$ cat src/rtl/sfp_ctrl.sv
// Layer sequencer for the SFP accumulate/ReLU stage: walks psum tiles row by row,
// drives acc_en/write_en and the output-SRAM write aligned to the SFP output register.
module sfp_ctrl #(
    parameter int psum_aw = 11,
    parameter int out_aw  = 11,
    parameter int kw      = 8,
    parameter int ow      = 8
) (
    input  logic               clk,
    input  logic               reset,
    input  logic               start,
    input  logic [kw-1:0]      num_k,
    input  logic [ow-1:0]      num_out,
    input  logic [psum_aw-1:0] psum_base,
    input  logic [out_aw-1:0]  out_base,
    output logic               psum_cen,
    output logic [psum_aw-1:0] psum_addr,
    output logic               acc_en,
    output logic               write_en,
    output logic               out_cen,
    output logic               out_wen,
    output logic [out_aw-1:0]  out_addr,
    output logic               busy,
    output logic               done
);

    typedef enum logic [2:0] {IDLE, READ, WAIT, FLUSH, WB, DONE} state_t;

    state_t state, state_nxt;

    logic [kw-1:0]      nk_q, k_cnt;
    logic [ow-1:0]      no_q, o_cnt;
    logic [psum_aw-1:0] row_base;
    logic [out_aw-1:0]  obase_q;
    logic               pipe_first;
    logic [ow-1:0]      pipe_row;
    logic               out_v;
    logic [ow-1:0]      wr_row;
    logic               accept, last_k, last_o;

    assign accept = (state == IDLE) && start;
    assign last_k = (k_cnt == nk_q - kw'(1));
    assign last_o = (o_cnt == no_q - ow'(1));

    always_ff @(posedge clk) begin
        if (reset) state <= IDLE;
        else       state <= state_nxt;
    end

    always_comb begin
        state_nxt = state;
        psum_cen  = 1'b1;
        busy      = 1'b0;
        done      = 1'b0;
        write_en  = 1'b0;
        wr_row    = pipe_row - ow'(1);
        case (state)
            IDLE: begin
                if (start) begin
                    if (num_k == '0 || num_out == '0) state_nxt = DONE;
                    else                              state_nxt = READ;
                end
            end
            READ: begin
                psum_cen = 1'b0;
                busy     = 1'b1;
                if (last_k && last_o) state_nxt = WAIT;
            end
            WAIT: begin
                busy      = 1'b1;
                state_nxt = FLUSH;
            end
            FLUSH: begin
                busy      = 1'b1;
                state_nxt = WB;
            end
            WB: begin
                busy      = 1'b1;
                state_nxt = DONE;
            end
            DONE: begin
                done      = 1'b1;
                state_nxt = IDLE;
            end
            default: state_nxt = IDLE;
        endcase
        // A first-tile acc_en of row o>=1 makes the SFP emit row o-1; FLUSH emits the last row.
        if (state == FLUSH) begin
            write_en = 1'b1;
            wr_row   = no_q - ow'(1);
        end else if (acc_en && pipe_first && pipe_row != '0) begin
            write_en = 1'b1;
        end
    end

    always_ff @(posedge clk) begin
        if (reset) begin
            nk_q       <= '0;
            no_q       <= '0;
            obase_q    <= '0;
            k_cnt      <= '0;
            o_cnt      <= '0;
            row_base   <= '0;
            psum_addr  <= '0;
            acc_en     <= 1'b0;
            pipe_first <= 1'b0;
            pipe_row   <= '0;
            out_v      <= 1'b0;
            out_addr   <= '0;
        end else begin
            acc_en     <= (state == READ);
            pipe_first <= (k_cnt == '0);
            pipe_row   <= o_cnt;
            out_v      <= write_en;
            if (write_en) out_addr <= obase_q + out_aw'(wr_row);

            if (accept) begin
                nk_q      <= num_k;
                no_q      <= num_out;
                obase_q   <= out_base;
                k_cnt     <= '0;
                o_cnt     <= '0;
                row_base  <= psum_base;
                psum_addr <= psum_base;
            end else if (state == READ) begin
                // Running address: stride num_out across tiles, restart at base+o+1 per row.
                if (last_k) begin
                    k_cnt     <= '0;
                    o_cnt     <= o_cnt + ow'(1);
                    row_base  <= row_base + psum_aw'(1);
                    psum_addr <= row_base + psum_aw'(1);
                end else begin
                    k_cnt     <= k_cnt + kw'(1);
                    psum_addr <= psum_addr + psum_aw'(no_q);
                end
            end
        end
    end

    assign out_cen = ~out_v;
    assign out_wen = ~out_v;

endmodule
$ cat config.mk
export PLATFORM = sky130hd
export DESIGN_NAME = sfp_ctrl
export DESIGN_NICKNAME = d
export VERILOG_FILES = /design/src/rtl/sfp_ctrl.sv
export SDC_FILE = /design/constraint.sdc
export NUM_CORES = 1
export LEC_CHECK = 0
export BUFFER_PORTS_ARGS = -buffer_cell sky130_fd_sc_hd__buf_2
export CAP_MARGIN = 10
export CORE_AREA = 3 3 96 98
export CTS_CLUSTER_SIZE = 20
export DETAILED_ROUTE_END_ITERATION = 12
export DIE_AREA = 0 0 99 101
export GPL_ROUTABILITY_DRIVEN = 0
export MAX_ROUTING_LAYER = met4
export PLACE_DENSITY = 0.95
export SLEW_MARGIN = 20
export SYNTH_ARGS = -nofsm -noshare
export SYNTH_HDL_FRONTEND = slang
export SYNTH_SLANG_ARGS = --single-unit
$ cat constraint.sdc
create_clock -name clk -period 5.25 [get_ports clk]
set_clock_uncertainty 0.1 [all_clocks]
set_input_delay 0 -clock clk [delete_from_list [all_inputs] [get_ports clk]]
set_output_delay 0 -clock clk [all_outputs]
set_load 0.03 [all_outputs]
Word level (Yosys, flattened, before mapping)
Index checks and enable logic that the tools add are counted.
{ "totals": {"register_bits": 90, "elab_cells": 65, "output_inout_bits": 29, "input_bits": 41} }
{ "op_classes": {"n_reduce_logical": 17, "n_eq_ne": 9, "n_addsub": 8, "bitwise": 1, "n_mux": 17} }
{ "op_table": {"columns": ["op", "count"], "rows": [
  ["$mux W11", 6],
  ["$logic_not A8 Y1", 3],
  ["$sub A8 B1 Y8 const B", 3],
  ["$add A11 B8 Y11", 2],
  ["$add A8 B1 Y8 const B", 2],
  ["$eq A8 B8 Y1", 2],
  ["$mux W8", 2],
  ["$pmux W3 S5", 1],
  ["$add A11 B1 Y11 const B", 1],
  ["$mux W3", 3],
  ["$reduce_bool A8 Y1", 1],
  ["$eq A3 B2 Y1 const B", 2],
  ["$eq A3 B3 Y1 const B", 2],
  ["$reduce_and A2 Y1", 3],
  ["$mux W1", 5],
  ["$logic_and A1 B1 Y1", 4],
  ["$ne A2 B2 Y1 const B", 2],
  ["$reduce_bool A2 Y1", 2],
  ["$reduce_or A4 Y1", 1],
  ["$eq A3 B1 Y1 const B", 1],
  ["$logic_not A3 Y1", 1],
  ["$reduce_or A2 Y1", 1],
  ["$logic_or A1 B1 Y1", 1],
  ["$not A1 Y1", 1]
]} }

Depth between registers and ports, before layout
Gate-level depths: netlist of run 1.
{ "depth": {"ltp_word": 5, "mapped_depth": 14, "mapped_depth_nobuf": 13} }

Worst setup path after synthesis of run 1
OpenSTA, ideal clock, no wires.
{ "synth_path": {"path_type": "register -> register", "from": "register state[2]", "to": "register out_addr[10]", "setup_ns": 0.155, "arrival_ns": 2.726, "required_ns": 4.995, "synth_period_minus_slack_ns": 2.981, "path_stages_with_launch": 15, "n_path_buf": 2, "path_slack_ns": 2.269, "cell_sequence": "dfxtp_1 > clkbuf_1 > nand3b_1 > clkbuf_1 > a21oi_1 > ha_1 > inv_1 > fa_1 > nor2b_1 > o21ai_0 > a21boi_0 > o21ai_0 > a211oi_1 > xnor2_1 > a211oi_1"} }
{ "synth_via": {"elab_chain_cells": 3, "elab_cells_between_ends": 4, "classes_between": "1 x add/sub; 1 x eq/ne; 2 x mux"} }
{ "synth_lines": {"columns": ["item", "line", "rtl"], "rows": [
  ["start, declared", "29", "state_t state, state_nxt;"],
  ["start signal, assigned", "47", "else state <= state_nxt;"],
  ["$eq A3 B2 Y1 *", "88", "if (state == FLUSH) begin"],
  ["$mux W8", "88", null],
  ["$add A11 B8 Y11", "115", "if (write_en) out_addr <= obase_q + out_aw'(wr_row);"],
  ["end signal, assigned", "115", null],
  ["end, declared", "22", "output logic [out_aw-1:0] out_addr,"]
]} }
Mark *: on every way between the ends. The rest lies on a longest branch, timed or not.
A chain may end at the register's enable or synchronous reset.

Final worst setup path of run 1
{ "layout_path": {"from": "register state[1]", "to": "register out_addr[8]"} }
The elaborated chain is that of the path after synthesis.

==> run metrics, run 1 <==
compound-cell area share of the yosys netlist 0.171; CTS tree done; clock slew at reported path FFs 90 ps; Area after DPL 0.00566 mm^2; Ys Warns 0; fin crit period 3420 ps; Post-DP HPWL 9.61 mm; commonest non-fill, non-tap cell in the layout dfxtp_1; startpoint types flip-flop; FF+latch count, synth 90; Tightest Hold Check Type in2reg; placed cells 809; vias in the first global route 5177; Post-Route Utilization 0.727; first-pass GRT wire length 24.0 mm; fmax 0.292 GHz; Vias per Instance 6.07; share of cells above drive strength 1 0.134; leading register cell type out of synthesis dfxtp_1; netlist area before placement 0.00529 mm^2; root buf cell clkbuf_8; CTS Buffer Depth 2; worst setup path category reg2reg; WP data required 5420 ps; Post-Synth Simple-Gate Area 0.243; Worst VDD drop 0.161 mV; leakage power 2.60 nW; Core Rows 34; nets@finish 819; Worst-Skew Late Latency 370 ps; Post-Synthesis Cells 663; adder-cell share of the synthesized area 0.0691; Num Clock Sinks 90; PortBufs 69; crit share post-route 0.652; number of CTS-inserted buffers 9; CP Data Arrival Time 3590 ps; drt wl/cell 16.9 um; final setup violation count 0; initial DRC count 433; Post-Layout Cell Count 864; H-tree lvl count 3; vias 5245; GRT overflow 0; Layout area overhead 17.5%; initial core utilization 0.619; post-cts resize count 0; largest family of logic cells by synthesized area simple AND/OR/NAND/NOR gates; syn_area_per_cell 7.98 um^2; post-synth top area share 0.341; max_cap viols 0; fraction of registers with async set/reset 0; number of synthesized flops with an enable pin 0; Detail Route Antenna Nets 0; WL final 14.6 mm; post-CTS setup buffer count 0; Pre-antenna DRT Iters 5; xor/xnor cell area share of the yosys netlist 0.116; Die Area 0.0100 mm^2; share of cell area taken by muxes after synthesis 0.0114; antenna violations before repair 1; most frequent cells in the layout 90 x dfxtp_1, 89 x nand2_1, 69 x buf_2; Synth cell types 62; RSZ-0062 raised after global routing false; Slew Viols, Final 0; Crit. End Element flip-flop; IO Count 70; setup TNS 0 ps; Hold Vio Cnt, Final 0; fillers 588; cell accounting for the most synthesized area dfxtp_1; gr usage total 0.302; largest net degree at the start of global routing 77; Core Region 0.00855 mm^2; Chip Height 101 um; status completed; Final Cell Area 0.00622 mm^2; hold_buf cts 38; worst-path maximum fanout 16; top cells by area, synth dfxtp_1 34%, xnor2_1 7.9%, nand2_1 6.3%; sequential share of the synthesized area 0.341; measured slew at the worst slew-check pin 840 ps; relative slew slack 0.439; DRC 0; Die Span X 99 um; Cell Pwr Density 260 mW/mm^2; Reg2Reg Setup Slack 1830 ps; Mapped Nets 732
==> layer usage <==
layer  wire, um  GRT usage  part of all wire  vias to the layer above
li1           -          -                 -                     2464
met5          0          -                 0                        -
met2       7330      0.525              0.50                      284
met3       1020     0.0401             0.070                       62
met4        538      0.139             0.037                        0
met1       5730      0.347              0.39                     2435
==> synth_stat cells, drive strengths merged, types with 2 or more instances <==
master / count
a21o: 5
o211ai: 2
nand2b: 2
nand4: 3
nand3: 14
nor4: 13
ha: 26
dfxtp: 90
fa: 2
a31oi: 8
xnor2: 48
nand3b: 7
inv: 27
a21oi: 55
or3: 5
a211oi: 16
nor4b: 2
nor3: 21
xor2: 22
o21ai: 30
a211o: 2
and3b: 2
a21boi: 4
nand2: 89
and3: 6
nor3b: 5
clkbuf: 29
nor2b: 14
o311ai: 2
nor2: 69
mux2i: 6
buf: 7
a2111oi: 7
o21bai: 3
and4: 3
==> registers in the layout, indices dropped and copies added, names as in the netlist <==
name,cells
nk_q,8
acc_en,1
row_base,11
psum_addr,11
out_v,1
out_addr,11
pipe_row,8
pipe_first,1
no_q,8
k_cnt,8
o_cnt,8
obase_q,11
state,3
==> worst max-delay path, cell delays in order, from the launching register on <==
cell,delay (ps)
dfxtp_1,520
nand3b_1,460
a21oi_1,300
ha_1,200
inv_1,60
fa_1,370
nor2b_1,160
o21ai_0,110
a21boi_0,250
o21ai_0,200
a21oi_1,220
nor4b_1,80
a211o_1,300
==> power by group <==
part	leakage [nW]	internal [mW]	switching [mW]
logic	1.79	0.162	0.239
registers	0.735	0.721	0.0536
clock network	0.0827	0.173	0.266
total	2.60	1.06	0.559
==> worst paths after layout <==
path                             startpoint          end  cells past startpoint
worst min register to register  out_addr[0]  out_addr[0]                      2
worst max register to register     state[1]  out_addr[8]                     12
worst min-delay path                  start   obase_q[3]                      4
worst max-delay path               state[1]  out_addr[8]                     12
==> cell families (layout without fill, tap and decap cells) <==
family	after synthesis	in the layout
other	0	1
DFF	90	90
and+or+nand+nor	261	261
muxes	6	6
adders and majority gates	28	28
AOI/OAI and AO/OA	145	145
buffers and inverters	63	155
xor gates and xnor gates	70	70
==> metrics by stage <==
stage	worst slack (ps)	total power [mW]	hold slack, ps
floorplan	2270	1.05	14.6
global placement	2170	1.13	136
detailed placement	1990	1.15	153
CTS	1920	1.59	67.4
global route	1410	1.69	33.8
finish	1830	1.61	4.68
==> area by class of cell <==
type                    count  area, um^2  share of cell area
diodes                      1        2.50            0.000402
clock buffers              10         128              0.0205
clock inverters             6        42.5             0.00684
inverters                  27         101              0.0163
multi-input cells         510        3240               0.522
flip-flops and latches     90        1800               0.290
well taps                 108         135              0.0217
repair buffers            112         763               0.123
Note: power is estimated with default switching activity, not from simulation.
==> inputs of run 2 (changes only) <==
--- a/config.mk
+++ b/config.mk
@@ -7,13 +7,13 @@
 export LEC_CHECK = 0
 export BUFFER_PORTS_ARGS = -buffer_cell sky130_fd_sc_hd__buf_2
 export CAP_MARGIN = 10
-export CORE_AREA = 3 3 96 98
+export CORE_AREA = 3 3 100 102
 export CTS_CLUSTER_SIZE = 20
 export DETAILED_ROUTE_END_ITERATION = 12
-export DIE_AREA = 0 0 99 101
+export DIE_AREA = 0 0 103 105
 export GPL_ROUTABILITY_DRIVEN = 0
 export MAX_ROUTING_LAYER = met4
-export PLACE_DENSITY = 0.95
+export PLACE_DENSITY = 0.89
 export SLEW_MARGIN = 20
 export SYNTH_ARGS = -nofsm -noshare
 export SYNTH_HDL_FRONTEND = slang
==> constraint.sdc (replaced) <==
create_clock -name clk -period 3.6 [get_ports clk]
set_clock_uncertainty 0.1 [all_clocks]
set_input_delay 0 -clock clk [delete_from_list [all_inputs] [get_ports clk]]
set_output_delay 0 -clock clk [all_outputs]
set_load 0.03 [all_outputs]
==> run 2 against run 1 <==
Compared with the run above: critical path depth did not move; via count shrank 0.36%; register-to-register slack worse by 1500 ps; clock-buffer cell count decreased by 1; maximum frequency up 4.9%; worst hold slack better by 54 ps; non-clock buffer count rose by 5; critical path type unchanged.
==> run metrics, run 2 (same netlist as run 1, synthesis figures left out) <==
status completed; max_cap viols 0; Reg2Reg Depth 12; Worst path top cell family by delay compound AO/OA/AOI/OAI gates; Levels on crit path 12; n_diodes 0; M1 GR Usage 0.319; Die Area 0.0108 mm^2; Detail Route Antenna Nets 0; Hold Vio Cnt, Final 0; initial DRC count 431; root buf cell clkbuf_8; crit share post-route 0.906; Core Rows 35; post-CTS setup buffer count 0; startpoint types flip-flop; number of CTS-inserted buffers 9; worst setup path category reg2reg; CTS Buffer Depth 2; Num Clock Sinks 90; CP Data Arrival Time 3430 ps; WP data required 3770 ps; first-pass GRT wire length 23.5 mm; Tightest Hold Check Type in2reg; PortBufs 69; RSZ-0062 raised after global routing false; GRT overflow 0; CP max stage delay 490 ps; antenna violations before repair 0; Slew Viols, Final 0; Crit. End Element flip-flop; fin crit period 3260 ps; gr usage total 0.277; vias 5226; hold_buf cts 38; setup TNS 0 ps; nets@finish 824; Hold Path Stages 4; Post-DP HPWL 9.88 mm; most frequent cells in the layout 90 x dfxtp_1, 89 x nand2_1, 69 x buf_2; Post-Layout Cell Count 871; CTS tree done; share of cells above drive strength 1 0.141; slowest CP cell dfxtp_1; initial core utilization 0.575; fmax 0.307 GHz; met3 Track Usage GR 0.0634; relative slew slack 0.399; Core Region 0.00920 mm^2; fillers 693; Layout area overhead 18.7%; DRC 0; worst-path maximum fanout 6; IO Count 70; placed cells 817; drt wl/cell 16.6 um; largest net degree at the start of global routing 43; clock slew at reported path FFs 100 ps; vias in the first global route 5184; Buf/Inv on CP 2; H-tree lvl count 3; leakage power 2.64 nW; CP cell instances inv_1, ha_1, mux2i_1, inv_1, fa_1, nor2b_1, o21ai_0, a21boi_0, o21ai_0, a21oi_1, nor4b_1, a211o_1; Chip Height 105 um; Pre-antenna DRT Iters 5; post-cts resize count 0; Cell Pwr Density 387 mW/mm^2; Worst VDD drop 0.273 mV; commonest non-fill, non-tap cell in the layout dfxtp_1; GR Layer Usage met2 0.453; final setup violation count 0; Vias per Instance 6.00; measured slew at the worst slew-check pin 899 ps; Worst-Skew Late Latency 380 ps; GR peak layer met2; WL final 14.5 mm; Die Span X 103 um
==> run 2: changes by cell type in the layout (fill, tap and decap cells not counted) <==
cell	change
buf_4	+5
diode_2	-1
inv_6	+2
clkinvlp_4	-2
nor4b_2	+1
clkbuf_1	-1
nor4b_4	-1
bufinv_16	+1
==> run 2: layer usage <==
metal | wire [um] | up-vias
li1 | - | 2483
met1 | 5760 | 2392
met2 | 7080 | 281
met3 | 1110 | 70
met4 | 527 | 0
met5 | 0 | -
==> run 2: path summary, 6_finish.rpt <==
check,start,to,slack (ps)
setup / recovery,no_q[0],out_addr[8],340
hold / removal,start,state[0],60
hold reg to reg,out_addr[0],out_addr[0],370
setup reg to reg,no_q[0],out_addr[8],340
==> run 2: area by class of cell <==
cell class	instances	area (um^2)	area share
well taps	111	139	0.0221
repair buffers	117	801	0.128
clock inverters	7	75.1	0.0120
clock buffers	9	124	0.0197
inverters	27	101	0.0161
flip-flops and latches	90	1800	0.287
multi-input cells	510	3240	0.515
==> run 2: tightest hold or removal path, stage by stage <==
cell and delay [ps]:
buf_2 120, nor3_1 130, a2111oi_0 90, a21o_1 150
==> run 2: report_power, final <==
part | internal [mW] | leakage (nW) | total (mW) | switching (mW)
combinational | 0.241 | 1.80 | 0.584 | 0.344
clock | 0.327 | 0.104 | 0.716 | 0.389
sequential | 1.05 | 0.735 | 1.13 | 0.0787
total | 1.62 | 2.64 | 2.43 | 0.811
==> run 2: metrics by stage <==
stage | total power, mW | area (um^2) | util | hold WS [ps] | worst slack [ps]
floorplan | 1.52 | 5290 | - | 14.6 | 619
global placement | 1.66 | 5700 | 0.620 | 134 | 668
detailed placement | 1.68 | 5700 | 0.620 | 142 | 471
CTS | 2.42 | 6280 | 0.683 | 54.3 | 425
global route | 2.54 | 6280 | 0.683 | 63.9 | 139
finish | 2.43 | 6280 | 0.683 | 58.4 | 338
==> inputs of run 3 (changes only) <==
--- a/config.mk
+++ b/config.mk
@@ -7,13 +7,13 @@
 export LEC_CHECK = 0
 export BUFFER_PORTS_ARGS = -buffer_cell sky130_fd_sc_hd__buf_2
 export CAP_MARGIN = 10
-export CORE_AREA = 3 3 100 102
+export CORE_AREA = 3 3 98 100
 export CTS_CLUSTER_SIZE = 20
 export DETAILED_ROUTE_END_ITERATION = 12
-export DIE_AREA = 0 0 103 105
+export DIE_AREA = 0 0 101 103
 export GPL_ROUTABILITY_DRIVEN = 0
 export MAX_ROUTING_LAYER = met4
-export PLACE_DENSITY = 0.89
+export PLACE_DENSITY = 0.92
 export SLEW_MARGIN = 20
 export SYNTH_ARGS = -nofsm -noshare
 export SYNTH_HDL_FRONTEND = slang
==> constraint.sdc (replaced) <==
create_clock -name clk -period 4.12 [get_ports clk]
set_clock_uncertainty 0.1 [all_clocks]
set_input_delay 0 -clock clk [delete_from_list [all_inputs] [get_ports clk]]
set_output_delay 0 -clock clk [all_outputs]
set_load 0.03 [all_outputs]
==> run 3 against run 2 <==
Compared with the run above: die area fell by 3.8%; sequential share of layout area rose by 0.080 points; core utilization rose by 3.2 points; wire length rose by 0.40%; clock power fell by 15%; non-clock buffer count fell by 2; worst hold slack improved by 47 ps; power fell by 14%; register-to-register slack improved by 290 ps; maximum frequency fell by 6.5%; first-iteration DRC count fell by 4.6%; combinational power fell by 13%; critical endpoint is now out_addr[10]; largest cell class unchanged; largest power group unchanged.
==> run metrics, run 3 (same netlist as run 1, synthesis figures left out) <==
status completed; Num Clock Sinks 90; most frequent cells in the layout 90 x dfxtp_1, 89 x nand2_1, 69 x buf_2; Vias per Instance 6.13; WL met1 5.61 mm; vias in the first global route 4973; DR top layer met4; crit share post-route 0.847; final setup violation count 0; largest net degree at the start of global routing 47; sw power 0.735 mW; CP Data Arrival Time 3690 ps; leakage power 2.63 nW; Clk pwr share 0.288; DRC 0; Seq pwr share 0.469; Crit. End Element flip-flop; Post-DP HPWL 9.60 mm; fillers 611; Detail Route Antenna Nets 0; Core Region 0.00876 mm^2; post-CTS setup buffer count 0; Cell Pwr Density 336 mW/mm^2; PortBufs 69; drt wl/cell 16.7 um; relative slew slack 0.352; CTS tree done; clock slew at reported path FFs 110 ps; worst setup path category reg2reg; Worst-Skew Late Latency 380 ps; fin crit period 3490 ps; vias 5322; commonest non-fill, non-tap cell in the layout dfxtp_1; nets@finish 822; flip-flop and latch area 0.00180 mm^2; Tightest Hold Check Type in2reg; combinational share of power 0.243; initial core utilization 0.604; metal3 WL 1.06 mm; number of CTS-inserted buffers 9; gr usage total 0.285; WL final 14.5 mm; Worst VDD drop 0.178 mV; fmax 0.287 GHz; Hold Slack 106 ps; share of cells above drive strength 1 0.139; first-pass GRT wire length 22.9 mm; CTS Buffer Depth 2; Slew Viols, Final 0; Die Span X 101 um; hold_buf cts 38; met2 WL post-DR 7.08 mm; setup slack after placement 727 ps; antenna violations before repair 0; multi-input combinational cell area 0.00324 mm^2; Pre-antenna DRT Iters 6; root buf cell clkbuf_8; Final WS setup 630 ps; Sw Ratio 0.350; H-tree lvl count 3; Chip Height 103 um; IO Count 70; RSZ-0062 raised after global routing false; setup TNS 0 ps; initial DRC count 411; Hold Vio Cnt, Final 0; Pint 1.37 mW; Die Area 0.0104 mm^2; post-cts resize count 0; worst-path maximum fanout 16; max_cap viols 0; GRT overflow 0; Layout area overhead 18.3%; Core Rows 34; WP data required 4320 ps; startpoint types flip-flop; measured slew at the worst slew-check pin 969 ps
run 3: per-layer routing:
| layer | track usage | up-vias |
|---|---|---|
| li1 | - | 2481 |
| met1 | 0.312 | 2468 |
| met2 | 0.490 | 298 |
| met3 | 0.0474 | 75 |
| met4 | 0.168 | 0 |
| met5 | - | - |
run 3: cell type report:
cell class / count / area share
Clock buffer: 9 / 0.0198
Antenna cell: 2 / 0.000800
Clock inverter: 7 / 0.0114
Timing Repair Buffer: 115 / 0.126
Tap cell: 108 / 0.0216
Inverter: 27 / 0.0162
Multi-Input combinational cell: 510 / 0.517
Sequential cell: 90 / 0.288
run 3: power groups by stage:
stage          sequential [mW]  clock, mW  combinational (mW)
2_1_floorplan             1.01          0               0.319
3_3_place_gp             0.997          0               0.443
3_5_place_dp              1.00          0               0.462
4_1_cts                  0.981      0.601               0.494
5_1_grt                  0.990      0.647               0.555
6_report                 0.985      0.606               0.509
run 3: critical path, stage by stage, from the launching register on:
cell	delay, ps
dfxtp_1	480
nand3b_1	440
a21oi_1	330
ha_1	210
inv_1	60
fa_1	370
nor2b_1	160
o21ai_0	110
a21boi_0	270
o21ai_0	200
a211oi_1	310
xnor2_1	100
a211oi_1	250
run 3: metrics by stage:
stage	power [mW]	cell area, um^2	cells	utilization
final	2.10	6260	868	0.714
after global routing	2.19	6250	866	0.714
after CTS	2.08	6250	866	0.714
after detailed placement	1.46	5680	812	0.648
after global placement	1.44	5680	812	0.648
after floorplan	1.33	5290	663	-
run 3: path summary, 6_finish.rpt:
path	startpoint	end	slack, ps	depth (start not counted)
worst min-delay path	reset	out_addr[4]	110	2
worst max register to register	state[1]	out_addr[10]	630	12
worst max-delay path	state[1]	out_addr[10]	630	12
worst min register to register	out_addr[7]	out_addr[7]	360	2
